[src/rtl/dose_alert_sequencer.sv]
// Dose alert sequencer: queues due doses, presents one at a time on buzzer/LED,
// and emits one TAKEN/MISSED outcome record per dose to the logger.
//
// state    | meaning
// S_IDLE   | no dose presented; pops the FIFO head when one is pending
// S_ALERT  | buzzer beeping, LED on, waiting for ack / snooze / timeout
// S_SNOOZE | silent wait before re-alerting; ack still accepted
// S_LOG    | outcome record held on the log port until accepted
module dose_alert_sequencer #(
    parameter int DEPTH        = 4,
    parameter int ALERT_TICKS  = 16,
    parameter int SNOOZE_TICKS = 32,
    parameter int MAX_SNOOZE   = 2
) (
    input  logic                     clk,
    input  logic                     rst_n,
    input  logic                     tick,
    input  logic                     due_valid,
    input  logic [3:0]               due_idx,
    input  logic [7:0]               due_time,
    input  logic                     ack_btn,
    input  logic                     snooze_btn,
    output logic                     log_valid,
    input  logic                     log_ready,
    output logic [13:0]              log_data,
    output logic                     buzzer,
    output logic                     alert_led,
    output logic [3:0]               active_idx,
    output logic [$clog2(DEPTH):0]   pending_cnt,
    output logic                     overflow
);

    localparam int AW   = $clog2(DEPTH);
    localparam int CW   = AW + 1;
    localparam int TMAX = (ALERT_TICKS > SNOOZE_TICKS) ? ALERT_TICKS : SNOOZE_TICKS;
    localparam int TW   = (TMAX < 2) ? 1 : $clog2(TMAX);
    localparam int SW   = (MAX_SNOOZE < 1) ? 1 : $clog2(MAX_SNOOZE + 1);

    localparam logic [TW-1:0] ALERT_LOAD   = TW'(ALERT_TICKS - 1);
    localparam logic [TW-1:0] SNOOZE_LOAD  = TW'(SNOOZE_TICKS - 1);
    localparam logic [SW-1:0] SNOOZE_LIMIT = SW'(MAX_SNOOZE);
    localparam logic [CW-1:0] FULL_CNT     = CW'(DEPTH);

    localparam logic [1:0] ST_TAKEN  = 2'b00;
    localparam logic [1:0] ST_MISSED = 2'b01;

    typedef enum logic [1:0] {
        S_IDLE,
        S_ALERT,
        S_SNOOZE,
        S_LOG
    } state_t;

    state_t state_q, state_d;

    // Button conditioning: 2-flop synchronizer, then a registered rising-edge pulse
    logic [1:0] ack_sync, snz_sync;
    logic       ack_prev, snz_prev;
    logic       ack_p, snooze_p;

    always_ff @(posedge clk or negedge rst_n) begin
        if (!rst_n) begin
            ack_sync <= '0;
            snz_sync <= '0;
            ack_prev <= 1'b0;
            snz_prev <= 1'b0;
            ack_p    <= 1'b0;
            snooze_p <= 1'b0;
        end else begin
            ack_sync <= {ack_sync[0], ack_btn};
            snz_sync <= {snz_sync[0], snooze_btn};
            ack_prev <= ack_sync[1];
            snz_prev <= snz_sync[1];
            ack_p    <= ack_sync[1] & ~ack_prev;
            snooze_p <= snz_sync[1] & ~snz_prev;
        end
    end

    // Pending FIFO of {time, idx}
    logic [11:0]   fifo_mem [DEPTH];
    logic [AW-1:0] rd_ptr, wr_ptr;
    logic [CW-1:0] count_q;
    logic          fifo_full, fifo_empty, push, pop;

    assign fifo_full  = (count_q == FULL_CNT);
    assign fifo_empty = (count_q == '0);
    assign push       = due_valid & ~fifo_full;

    always_ff @(posedge clk) begin
        if (push) begin
            fifo_mem[wr_ptr] <= {due_time, due_idx};
        end
    end

    always_ff @(posedge clk or negedge rst_n) begin
        if (!rst_n) begin
            rd_ptr   <= '0;
            wr_ptr   <= '0;
            count_q  <= '0;
            overflow <= 1'b0;
        end else begin
            if (push) begin
                wr_ptr <= wr_ptr + AW'(1);
            end
            if (pop) begin
                rd_ptr <= rd_ptr + AW'(1);
            end
            case ({push, pop})
                2'b10:   count_q <= count_q + CW'(1);
                2'b01:   count_q <= count_q - CW'(1);
                default: count_q <= count_q;
            endcase
            if (due_valid && fifo_full) begin
                overflow <= 1'b1;
            end
        end
    end

    assign pending_cnt = count_q;

    // Active dose datapath
    logic [7:0]    act_time;
    logic [3:0]    act_idx;
    logic [1:0]    status_q;
    logic [TW-1:0] timer_q;
    logic [SW-1:0] snooze_cnt_q;
    logic          beep_q;

    logic load_alert, enter_snooze, res_taken, res_missed, count_tick, beep_tgl;
    logic timer_tc;

    // Down-counter reaching zero on a tick marks the end of the current period
    assign timer_tc = tick && (timer_q == '0);

    always_ff @(posedge clk or negedge rst_n) begin
        if (!rst_n) begin
            state_q <= S_IDLE;
        end else begin
            state_q <= state_d;
        end
    end

    always_comb begin
        state_d      = state_q;
        pop          = 1'b0;
        load_alert   = 1'b0;
        enter_snooze = 1'b0;
        res_taken    = 1'b0;
        res_missed   = 1'b0;
        count_tick   = 1'b0;
        beep_tgl     = 1'b0;
        case (state_q)
            S_IDLE: begin
                if (!fifo_empty) begin
                    pop        = 1'b1;
                    load_alert = 1'b1;
                    state_d    = S_ALERT;
                end
            end
            S_ALERT: begin
                if (ack_p) begin
                    res_taken = 1'b1;
                    state_d   = S_LOG;
                end else if (timer_tc) begin
                    res_missed = 1'b1;
                    state_d    = S_LOG;
                end else if (snooze_p && (snooze_cnt_q < SNOOZE_LIMIT)) begin
                    enter_snooze = 1'b1;
                    state_d      = S_SNOOZE;
                end else if (tick) begin
                    count_tick = 1'b1;
                    beep_tgl   = 1'b1;
                end
            end
            S_SNOOZE: begin
                if (ack_p) begin
                    res_taken = 1'b1;
                    state_d   = S_LOG;
                end else if (timer_tc) begin
                    load_alert = 1'b1;
                    state_d    = S_ALERT;
                end else if (tick) begin
                    count_tick = 1'b1;
                end
            end
            S_LOG: begin
                if (log_ready) begin
                    state_d = S_IDLE;
                end
            end
            default: state_d = S_IDLE;
        endcase
    end

    always_ff @(posedge clk or negedge rst_n) begin
        if (!rst_n) begin
            act_time     <= '0;
            act_idx      <= '0;
            status_q     <= ST_TAKEN;
            timer_q      <= '0;
            snooze_cnt_q <= '0;
            beep_q       <= 1'b0;
        end else begin
            if (pop) begin
                {act_time, act_idx} <= fifo_mem[rd_ptr];
                snooze_cnt_q        <= '0;
            end
            if (load_alert) begin
                timer_q <= ALERT_LOAD;
                beep_q  <= 1'b0;
            end
            if (enter_snooze) begin
                snooze_cnt_q <= snooze_cnt_q + SW'(1);
                timer_q      <= SNOOZE_LOAD;
                beep_q       <= 1'b0;
            end
            if (count_tick) begin
                timer_q <= timer_q - TW'(1);
            end
            if (beep_tgl) begin
                beep_q <= ~beep_q;
            end
            if (res_taken) begin
                status_q <= ST_TAKEN;
            end
            if (res_missed) begin
                status_q <= ST_MISSED;
            end
        end
    end

    always_comb begin
        log_valid  = 1'b0;
        log_data   = '0;
        buzzer     = 1'b0;
        alert_led  = 1'b0;
        active_idx = '0;
        case (state_q)
            S_ALERT: begin
                alert_led  = 1'b1;
                buzzer     = beep_q;
                active_idx = act_idx;
            end
            S_SNOOZE: begin
                active_idx = act_idx;
            end
            S_LOG: begin
                log_valid  = 1'b1;
                log_data   = {act_time, act_idx, status_q};
                active_idx = act_idx;
            end
            default: ;
        endcase
    end

endmodule

[config.mk]
export PLATFORM = sky130hd
export DESIGN_NAME = dose_alert_sequencer
export DESIGN_NICKNAME = d
export VERILOG_FILES = /design/src/rtl/dose_alert_sequencer.sv
export SDC_FILE = /design/constraint.sdc
export NUM_CORES = 1
export LEC_CHECK = 0
export ABC_CLOCK_PERIOD_IN_PS = 2750
export BUFFER_PORTS_ARGS = -buffer_cell sky130_fd_sc_hd__buf_2
export CORE_MARGIN = 8
export CORE_UTILIZATION = 54
export CTS_BUF_LIST = sky130_fd_sc_hd__clkbuf_8
export DETAILED_ROUTE_END_ITERATION = 8
export PLACE_DENSITY = 0.78
export SLEW_MARGIN = 5
export SYNTH_ARGS = -nofsm -noshare
export SYNTH_HDL_FRONTEND = slang
export SYNTH_SLANG_ARGS = --single-unit
[constraint.sdc]
create_clock -name clk -period 2.75 [get_ports clk]
set_clock_uncertainty 0.15 [all_clocks]
set_input_delay 0.1375 -clock clk [delete_from_list [all_inputs] [get_ports clk]]
set_output_delay 0.1375 -clock clk [all_outputs]
set_load 0.02 [all_outputs]
Yosys cells after proc, flatten, opt, wreduce, memory -nomap -nowiden
Memory sizes are Yosys's and may differ from the RTL's. A register that Yosys moved wholly into a read port is not among the register bits.
Index checks and enable logic that the tools add are counted.

word-level totals
  register bits = 28
  output and inout port bits = 25
  memories = 1
  input bits = 19
  word-level logic and storage cells = 101
  bits in writable memories = 48

memory list
  memory    words  bits a word  rd ports  clocked after memory_dff  wr ports  RTL line  source
  fifo_mem  4      12           1         1                         1         80        logic [11:0] fifo_mem [DEPTH];

operators by class
  $lt $le $gt $ge = 1
  reduce and logical (&&, ||, !) cells = 15
  muxes and demuxes = 46
  equality and inequality tests = 10
  $add $sub $neg = 6
  bitwise gates (word level) = 7

operator list
  operator                                          count
  two-way mux 1 bit                                 26
  two-way mux 2 bit                                 11
  two-way mux 5 bit                                 3
  two-way mux 14 bit                                1
  one-hot mux 2 bit (4 select lines)                1
  adder 2 x 1 -> 2 bit, second input constant       3
  == test 2 bit, second input constant              3
  one-hot mux 3 bit (2 select lines)                1
  nonzero test 2 bit                                3
  nonzero test 3 bit                                2
  zero test 5 bit                                   1
  subtractor 5 x 1 -> 5 bit, second input constant  1
  == test 2 x 1 -> 1 bit, second input constant     2
  two-way mux 4 bit                                 1
  != test 2 bit, second input constant              2
  != test 4 bit, second input constant              1
  NOT 1 bit                                         4
  one-hot mux 1 bit (2 select lines)                2
  AND reduction 4 bit                               1
  adder 3 x 1 -> 3 bit, second input constant       1
  AND 1 bit                                         3
  == test 3 bit, second input constant              1
  logical AND 1 bit                                 3
  zero test 3 bit                                   1
  7 further kinds                                   7

Longest topological paths before layout
Gate-level depths: netlist of run 1.

  word-level depth = 8
  mapped depth = 11
  mapped depth without buffers = 9

Worst setup path before layout of run 1
Ideal clock, no wire load.

  path kind = reg-to-reg
  start = register count_q[0], in the netlist pending_cnt[0]
  end = register count_q[2], in the netlist pending_cnt[2]
  arrival time = 2369 ps
  required time = 2466 ps
  clock period less this slack = 2652 ps
  setup time = 134 ps
  slack = 98 ps
  stages on the path, launching flop included = 11
  path buffers = 2
  cells stage by stage = dfrtp_1 nor3_1 nand2b_1 clkbuf_1 inv_1 clkbuf_1 ha_1 fa_1 xnor2_1 nor2_1 xor2_1

between the ends
  word-level cells in the longest chain between the ends = 5
  elaborated cells on any way between the ends = 12
  classes of those cells = add/sub: 2; eq/ne: 3; mux: 3; bitwise: 2; reduce/logical: 2

ends and longest elaborated chain
  element                                                                   RTL line  source
  start: declaration                                                        82        logic [CW-1:0] count_q;
  start signal: assignment                                                  109       2'b10: count_q <= count_q + CW'(1);
  start signal: assignment                                                  110       2'b01: count_q <= count_q - CW'(1);
  start signal: assignment                                                  111       default: count_q <= count_q;
  zero test 3 bit *                                                         86        assign fifo_empty = (count_q == '0);
  two-way mux 1 bit *                                                       154       if (!fifo_empty) begin
  two-way mux 1 bit *                                                       152       case (state_q)
  named net pop                                                             83        logic fifo_full, fifo_empty, push, pop;
  == test 2 x 1 -> 1 bit or == test 2 bit (tied branches)                   108       case ({push, pop})
  one-hot mux 3 bit (2 select lines) or nonzero test 2 bit (tied branches)  -

The timed path passes the listed nets; every way through them passes the cells marked *.
A chain may end at the register's enable or synchronous reset.

Worst setup path after layout of run 1
  start = register timer_q[0]
  end = register state_q[0]

between the ends
  word-level cells in the longest chain between the ends = 5
  elaborated cells on any way between the ends = 8
  classes of those cells = eq/ne: 2; mux: 3; reduce/logical: 3

ends and longest elaborated chain
  element                             RTL line  source
  start: declaration                  125       logic [TW-1:0] timer_q;
  start signal: assignment            218       timer_q <= timer_q - TW'(1);
  zero test 5 bit *                   133       assign timer_tc = tick && (timer_q == '0);
  logical AND 1 bit *                 133
  two-way mux 2 bit                   164       end else if (timer_tc) begin
  two-way mux 2 bit                   161       if (ack_p) begin
  one-hot mux 2 bit (4 select lines)  152
  end signal: assignment              139       state_q <= state_d;
  end: declaration                    54        state_t state_q, state_d;

Mark *: on every way between the ends. The rest lies on a longest branch, timed or not.

==> results.txt, run 1 <==
Leading cell type in the layout, fill and taps excluded -> edfxtp_1
Slowest cell on crit path -> a222oi_1
Tightest Hold Check Type -> in2reg
Mapped Nets -> 287
Cells after DPL -> 372
WP data arrival -> 2.33 ns
Cts hold-fix bufs -> 16
RSZ-0062 raised after global routing -> no
Mapped Cells -> 255
Die area -> 9650 µm²
Status -> finished, final reports clean
Peak VDD IR -> 0.000562 V
Final period util -> 80.4%
CP Capture Type -> flip-flop
CP Max Fanout -> 5
Number of global-route vias before repair -> 2274
Critical path type -> reg2reg
Share of layout cells above drive strength 1 -> 25.9%
DRC -> 0
Gpl congestion -> 0.801
Detailed Route Iter0 Violations -> 112
Crit-path cells -> inv_1 > ha_1 > nor4b_4 > a21oi_2 > a222oi_1 > a21oi_1 > a31oi_1
Critical Path RT -> 2.87 ns
Initial antenna violation count -> 0
Syn Area/Cell -> 14.3 µm²
Fin. max-slew vios -> 0
Final TNS setup -> 0 ns
CTS buffer count -> 9
Area Growth Syn to Fin -> 17.8%
Mapped cell area -> 3650 µm²
Gr ovfl total -> 0
Slew HR -> 42.8%
Cts repair resizes -> 0
GRT Resource Usage Total -> 14.7%
Clk root buf -> clkbuf_8
Core Area -> 6680 µm²
Avg WL per Cell -> 16.6 µm
Number of synthesized register bits -> 87
Library cells used by synthesis -> 44
Final setup violation count -> 0
Vias per inst -> 5.28
First-pass GRT wire length -> 11100 µm
Tightest Pin Transition -> 0.857 ns
Most frequent cells in the layout -> 48 x edfxtp_1, 42 x buf_2, 41 x nand2_1
Dpl hpwl -> 4410 µm
Buffer count from post-CTS setup fixing -> 0
H-tree Lvls -> 3
P_leak -> 1.82 nW
Tmin final -> 2.21 ns
Pre-antenna DRT Iters -> 4
Final #Nets -> 351
CTS tree -> built
Max Cap Viol -> 0
F_max -> 0.452 GHz
Startpoint types -> flip-flop
Largest net degree at the start of global routing -> 40
Number of cell rows -> 30
ANT nets after route -> 0
Yosys warnings -> 0
CTS sink count -> 87
Diodes inserted -> 0
Die Width -> 98.2 µm
Ports -> 44
Sequential-to-total area share from yosys stat -> 66.2%
Later-pin clock latency in the skew report -> 0.35 ns
CTS Buffer Depth -> 2
CP peak stage delay -> 0.56 ns
Port-buffer cells -> 42
Clk slew on worst S/H paths -> 0.09 ns
Non-Filler Instances -> 404
Routed WL -> 6720 µm
Final Hold Fails -> 0
Vias -> 2132
PD cells -> 1050 nW/µm²
Die extent in y -> 98.2 µm
Initial Util -> 54.6%
==> flip-flops by register name, summed over array words and instances (netlist names), 3 cells and up <==
register,flops
timer_q,5
act_idx,4
fifo_mem,48
pending_cnt,3
act_time,8
==> worst paths after layout <==
check                            start              end  slack (ns)  cells past startpoint
max in group asynchronous        rst_n  snooze_cnt_q[0]        1.63                      2
setup reg to reg            timer_q[0]       state_q[0]        0.54                      7
hold reg to reg            snz_sync[0]      snz_sync[1]        0.21                      0
setup / recovery            timer_q[0]       state_q[0]        0.54                      7
hold / removal                    tick      status_q[0]        0.04                      3
min in group asynchronous        rst_n        wr_ptr[1]        0.29                      2
==> through the flow <==
step	power (W)	worst slack [ns]	instance area [µm²]	hold slack (ns)	utilization, %
after floorplan	0.00319	0.0977	3650	-0.308	-
after global placement	0.00363	0.662	3950	0.0991	59.1
after detailed placement	0.00368	0.567	3950	0.0988	59.1
after CTS	0.00453	0.545	4300	0.0228	64.3
after global routing	0.00480	0.328	4300	0.0400	64.3
final	0.00450	0.540	4300	0.0379	64.3
==> synthesized netlist by cell type <==
library cell / number / area [µm²]
edfxtp_1: 48 / 1440
a21o_1: 1 / 7.51
dfrtp_1: 39 / 976
buf_2: 2 / 10.0
nand2_1: 41 / 154
o31ai_1: 2 / 15.0
nor2b_1: 6 / 37.5
buf_4: 1 / 7.51
o21ai_0: 5 / 25.0
nor4b_4: 1 / 23.8
o21ba_2: 1 / 10.0
a21oi_1: 4 / 20.0
fa_1: 1 / 20.0
nand2b_1: 2 / 12.5
or2_2: 2 / 12.5
mux4_2: 12 / 270
xor2_1: 1 / 8.76
mux2_2: 1 / 11.3
a221o_1: 1 / 10.0
nor2_1: 6 / 22.5
buf_1: 2 / 7.51
a21boi_1: 1 / 7.51
a31oi_1: 3 / 18.8
and2_1: 18 / 113
a2111o_1: 1 / 11.3
nand4_1: 2 / 12.5
a31o_2: 1 / 8.76
nand4b_1: 1 / 8.76
inv_1: 13 / 48.8
o31a_2: 1 / 10.0
mux2i_1: 1 / 10.0
xnor2_1: 5 / 43.8
nand3_1: 1 / 5.00
conb_1: 1 / 3.75
a21oi_2: 1 / 8.76
o41ai_1: 1 / 8.76
nand3_2: 1 / 10.0
ha_1: 12 / 150
and4_1: 1 / 8.76
or4_2: 1 / 8.76
clkbuf_1: 4 / 15.0
o22ai_1: 1 / 6.26
nor3_1: 4 / 20.0
a222oi_1: 1 / 10.0
==> final cells by class <==
cell class,instances,area [µm²]
Sequential cell,87,2420
Fill cell,504,2380
Multi-Input combinational cell,146,1140
Timing Repair Buffer,62,400
Clock buffer,9,124
Tap cell,80,100
Clock inverter,7,63.8
Inverter,13,48.8
==> metal layers <==
metal  GRT usage (%)  vias up  part of all wire [%]
met5               0        -                     0
met4            4.96        0                  0.85
met3            3.34        8                   3.6
met2            26.6       38                    52
met1            16.7     1055                    44
li1                -     1031                     -
==> logic make-up after synthesis <==
kind of cell	share of synthesized area [%]
simple gates	12.3
flops	66.2
compound gates	4.87
mux	7.98
fa+ha+maj	4.66
buf+inv	2.43
other cells	0.103
xor+xnor	1.44
==> worst max-delay path: cells and delay by family, from the launching register on <==
kind | cells | cell delay (ns)
flip-flops | 1 | 0.44
buffers and inverters | 1 | 0.10
AND/OR/NAND/NOR | 1 | 0.32
AO/OA/AOI/OAI | 4 | 0.97
adder cells (fa/ha/maj) | 1 | 0.15
==> power breakdown <==
part           switching (W)  internal [W]
logic               0.000937      0.000717
clock network       0.000493      0.000347
registers           0.000252       0.00176
total                0.00168       0.00282
Note: power is estimated with default switching activity, not from simulation.
==> run 2: changes to the inputs <==
Settings changed: ABC_AREA set to 1, ABC_CLOCK_PERIOD_IN_PS 2750 to 2100, CORE_UTILIZATION 54 to 60, PLACE_DENSITY 0.78 to 0.82.
Clock period 2.75 ns to 2.1 ns, I/O delays scaled along.
==> run 2 against run 1 <==
  * Sequential share of layout area shrank 3.3 points
  * Maximum frequency grew 10%
  * Sequential power grew 27%
  * Critical path type unchanged
  * Final area grew 6.3%
  * Largest cell class unchanged
==> results.txt, run 2 <==
Status -> finished, final reports clean
Startpoint types -> flip-flop
FF-to-FF Start -> state_q[1]
Most common cell in the netlist -> nor2_1
Largest cells by area after synthesis -> edfxtp_1 37%, dfrtp_1 25%, nor2_1 6.6%, nand2_1 5.0%, inv_1 4.2%
Largest net degree at the start of global routing -> 29
Area share of the largest cell type after synthesis -> 37.3%
Number of global-route vias before repair -> 2806
Leading cell type in the layout, fill and taps excluded -> nor2_1
Detailed Route Iter0 Violations -> 106
Hold Slack -> 0.0377 ns
Clk slew on worst S/H paths -> 0.08 ns
Mapped Cells -> 367
Number of cell rows -> 29
Tightest Pin Transition -> 0.608 ns
Diodes inserted -> 0
Yosys warnings -> 0
Mapped cell area -> 3870 µm²
Tmin final -> 2.00 ns
Max reg flops -> 48
Commonest cells post-synth -> 68 x nor2_1, 52 x nand2_1, 48 x edfxtp_1
F_max -> 0.500 GHz
Cell taking the most area after synthesis -> edfxtp_1
Final Hold Fails -> 0
Port-buffer cells -> 42
Fin. max-slew vios -> 0
Top Registers -> fifo_mem: 48 flops, act_time: 8 flops, timer_q: 5 flops
Initial Util -> 61.6%
CTS sink count -> 87
Most used DFF post-synth -> edfxtp_1
CP peak stage delay -> 0.43 ns
CTS buffer count -> 9
Library cells used by synthesis -> 37
Ports -> 44
Power, Total -> 0.00634 W
Metal2 WL -> 4200 µm
Worst Hold End -> state_q[0]
Setup slack, reg-to-reg -> 0.1 ns
Worst setup margin -> 0.0981 ns
Dpl hpwl -> 5110 µm
Later-pin clock latency in the skew report -> 0.36 ns
WP data arrival -> 2.10 ns
RR Endpoint -> pending_cnt[1]
Gr ovfl total -> 0
Peak VDD IR -> 0.000708 V
Avg WL per Cell -> 14.8 µm
Reg2reg path depth -> 7
Core Area -> 6280 µm²
CTS tree -> built
Vias -> 2742
ANT nets after route -> 0
Pre-antenna DRT Iters -> 4
Syn Area/Cell -> 10.5 µm²
Gpl congestion -> 0.808
Biggest register -> fifo_mem
Die area -> 9270 µm²
Number of synthesized register bits -> 87
Routed WL -> 7730 µm
P_leak -> 2.05 nW
Die Width -> 96.3 µm
Crit-path cells -> inv_2 > ha_4 > nand2_4 > inv_6 > ha_2 > fa_2 > mux2_2
Initial antenna violation count -> 0
WL met3 -> 396 µm
Final #Nets -> 471
CTS Buffer Depth -> 2
Place WS -> 0.0664 ns
Die extent in y -> 96.3 µm
Area Growth Syn to Fin -> 18.2%
GRT Resource Usage Total -> 18.3%
RSZ-0062 raised after global routing -> no
Worst Hold Depth -> 5
Mapped Nets -> 399
H-tree Lvls -> 3
DRC -> 0
Slew HR -> 59.5%
Final TNS setup -> 0 ns
Post-synth EDFFs -> 48
CP Capture Type -> flip-flop
Share of layout cells above drive strength 1 -> 23.2%
Wire length on met1 -> 2990 µm
Vias per inst -> 5.26
Worst Hold Launch -> log_ready
Slowest cell on crit path -> fa_2
Most frequent cells in the layout -> 68 x nor2_1, 52 x nand2_1, 48 x edfxtp_1
PD cells -> 1390 nW/µm²
Sequential-to-total area share from yosys stat -> 62.5%
Top sig layer -> met4
Critical Path RT -> 2.19 ns
CP Max Fanout -> 5
Max Cap Viol -> 0
Tightest Hold Check Type -> in2reg
Critical path type -> reg2reg
First-pass GRT wire length -> 12800 µm
Final period util -> 95.3%
Final setup violation count -> 0
Clk root buf -> clkbuf_8
Fraction of registers with async set/reset -> 44.8%
==> run 2: cell types whose count changed in the layout (fill, tap and decap cells not counted), sizes merged, moves of 3 or more <==
cell   change
o21ai     +30
nor3       -3
inv       +33
mux4      -12
nor2b      -6
nand3     +10
nand2     +13
o22ai      +4
and2      -18
a31oi      +5
xnor2      -3
buf       +10
nor2      +69
==> run 2: cell type report <==
cell class                      instances  area [µm²]
Fill cell                             417        1710
Clock buffer                            9         124
Timing Repair Buffer                   72         475
Multi-Input combinational cell        222        1220
Sequential cell                        87        2420
Tap cell                               77        96.3
Clock inverter                          7        56.3
Inverter                               47         181
==> run 2: per-layer routing <==
metal | GRT usage (%) | up-vias
met1 | 19.1 | 1323
met4 | 10.4 | 0
li1 | - | 1342
met2 | 33.1 | 64
met3 | 4.29 | 13
met5 | 0 | -
==> run 2: repair_timing <==
action / in CTS / in global routing
hold endpoints to repair: 77 / 0
endpoints found under the setup margin: 0 / 1
resized for setup: 0 / 1
hold buffers: 16 / 0
buffers inserted: 0 / 2
==> run 2: logic make-up after synthesis <==
kind of cell	Yosys count	share of synthesized area, %
compound gates	54	7.67
simple gates	148	17.4
other cells	1	0.0970
fa+ha+maj	13	4.40
buf+inv	58	6.53
flops	87	62.5
mux	1	0.291
xor+xnor	5	1.13
==> run 2: how the worst max path moves through the flow <==
stage                               from        endpoint
after floorplan           pending_cnt[2]  pending_cnt[1]
after global placement        state_q[1]  pending_cnt[1]
after detailed placement  pending_cnt[0]  pending_cnt[2]
after CTS                 pending_cnt[0]  pending_cnt[2]
after global routing      pending_cnt[0]  pending_cnt[2]
final                         state_q[1]  pending_cnt[1]
==> run 2: power by group <==
part | internal [W] | switching [W]
clock network | 0.000440 | 0.000604
logic | 0.000989 | 0.00174
registers | 0.00231 | 0.000248
==> run 2: per-stage QoR <==
stage | area, µm² | std cells | utilization, %
floorplan | 3890 | 367 | -
detailed placement | 4210 | 487 | 67.1
CTS | 4550 | 519 | 72.5
global placement | 4210 | 487 | 67.1
finish | 4570 | 521 | 72.8
global route | 4570 | 521 | 72.8
==> run 2: worst max-delay path: cells and delay by family (launching register included) <==
kind	cells	cell delay, ns
fa+ha+maj	3	0.79
buf+inv	2	0.18
mux	1	0.27
simple gates	1	0.08
flops	1	0.42
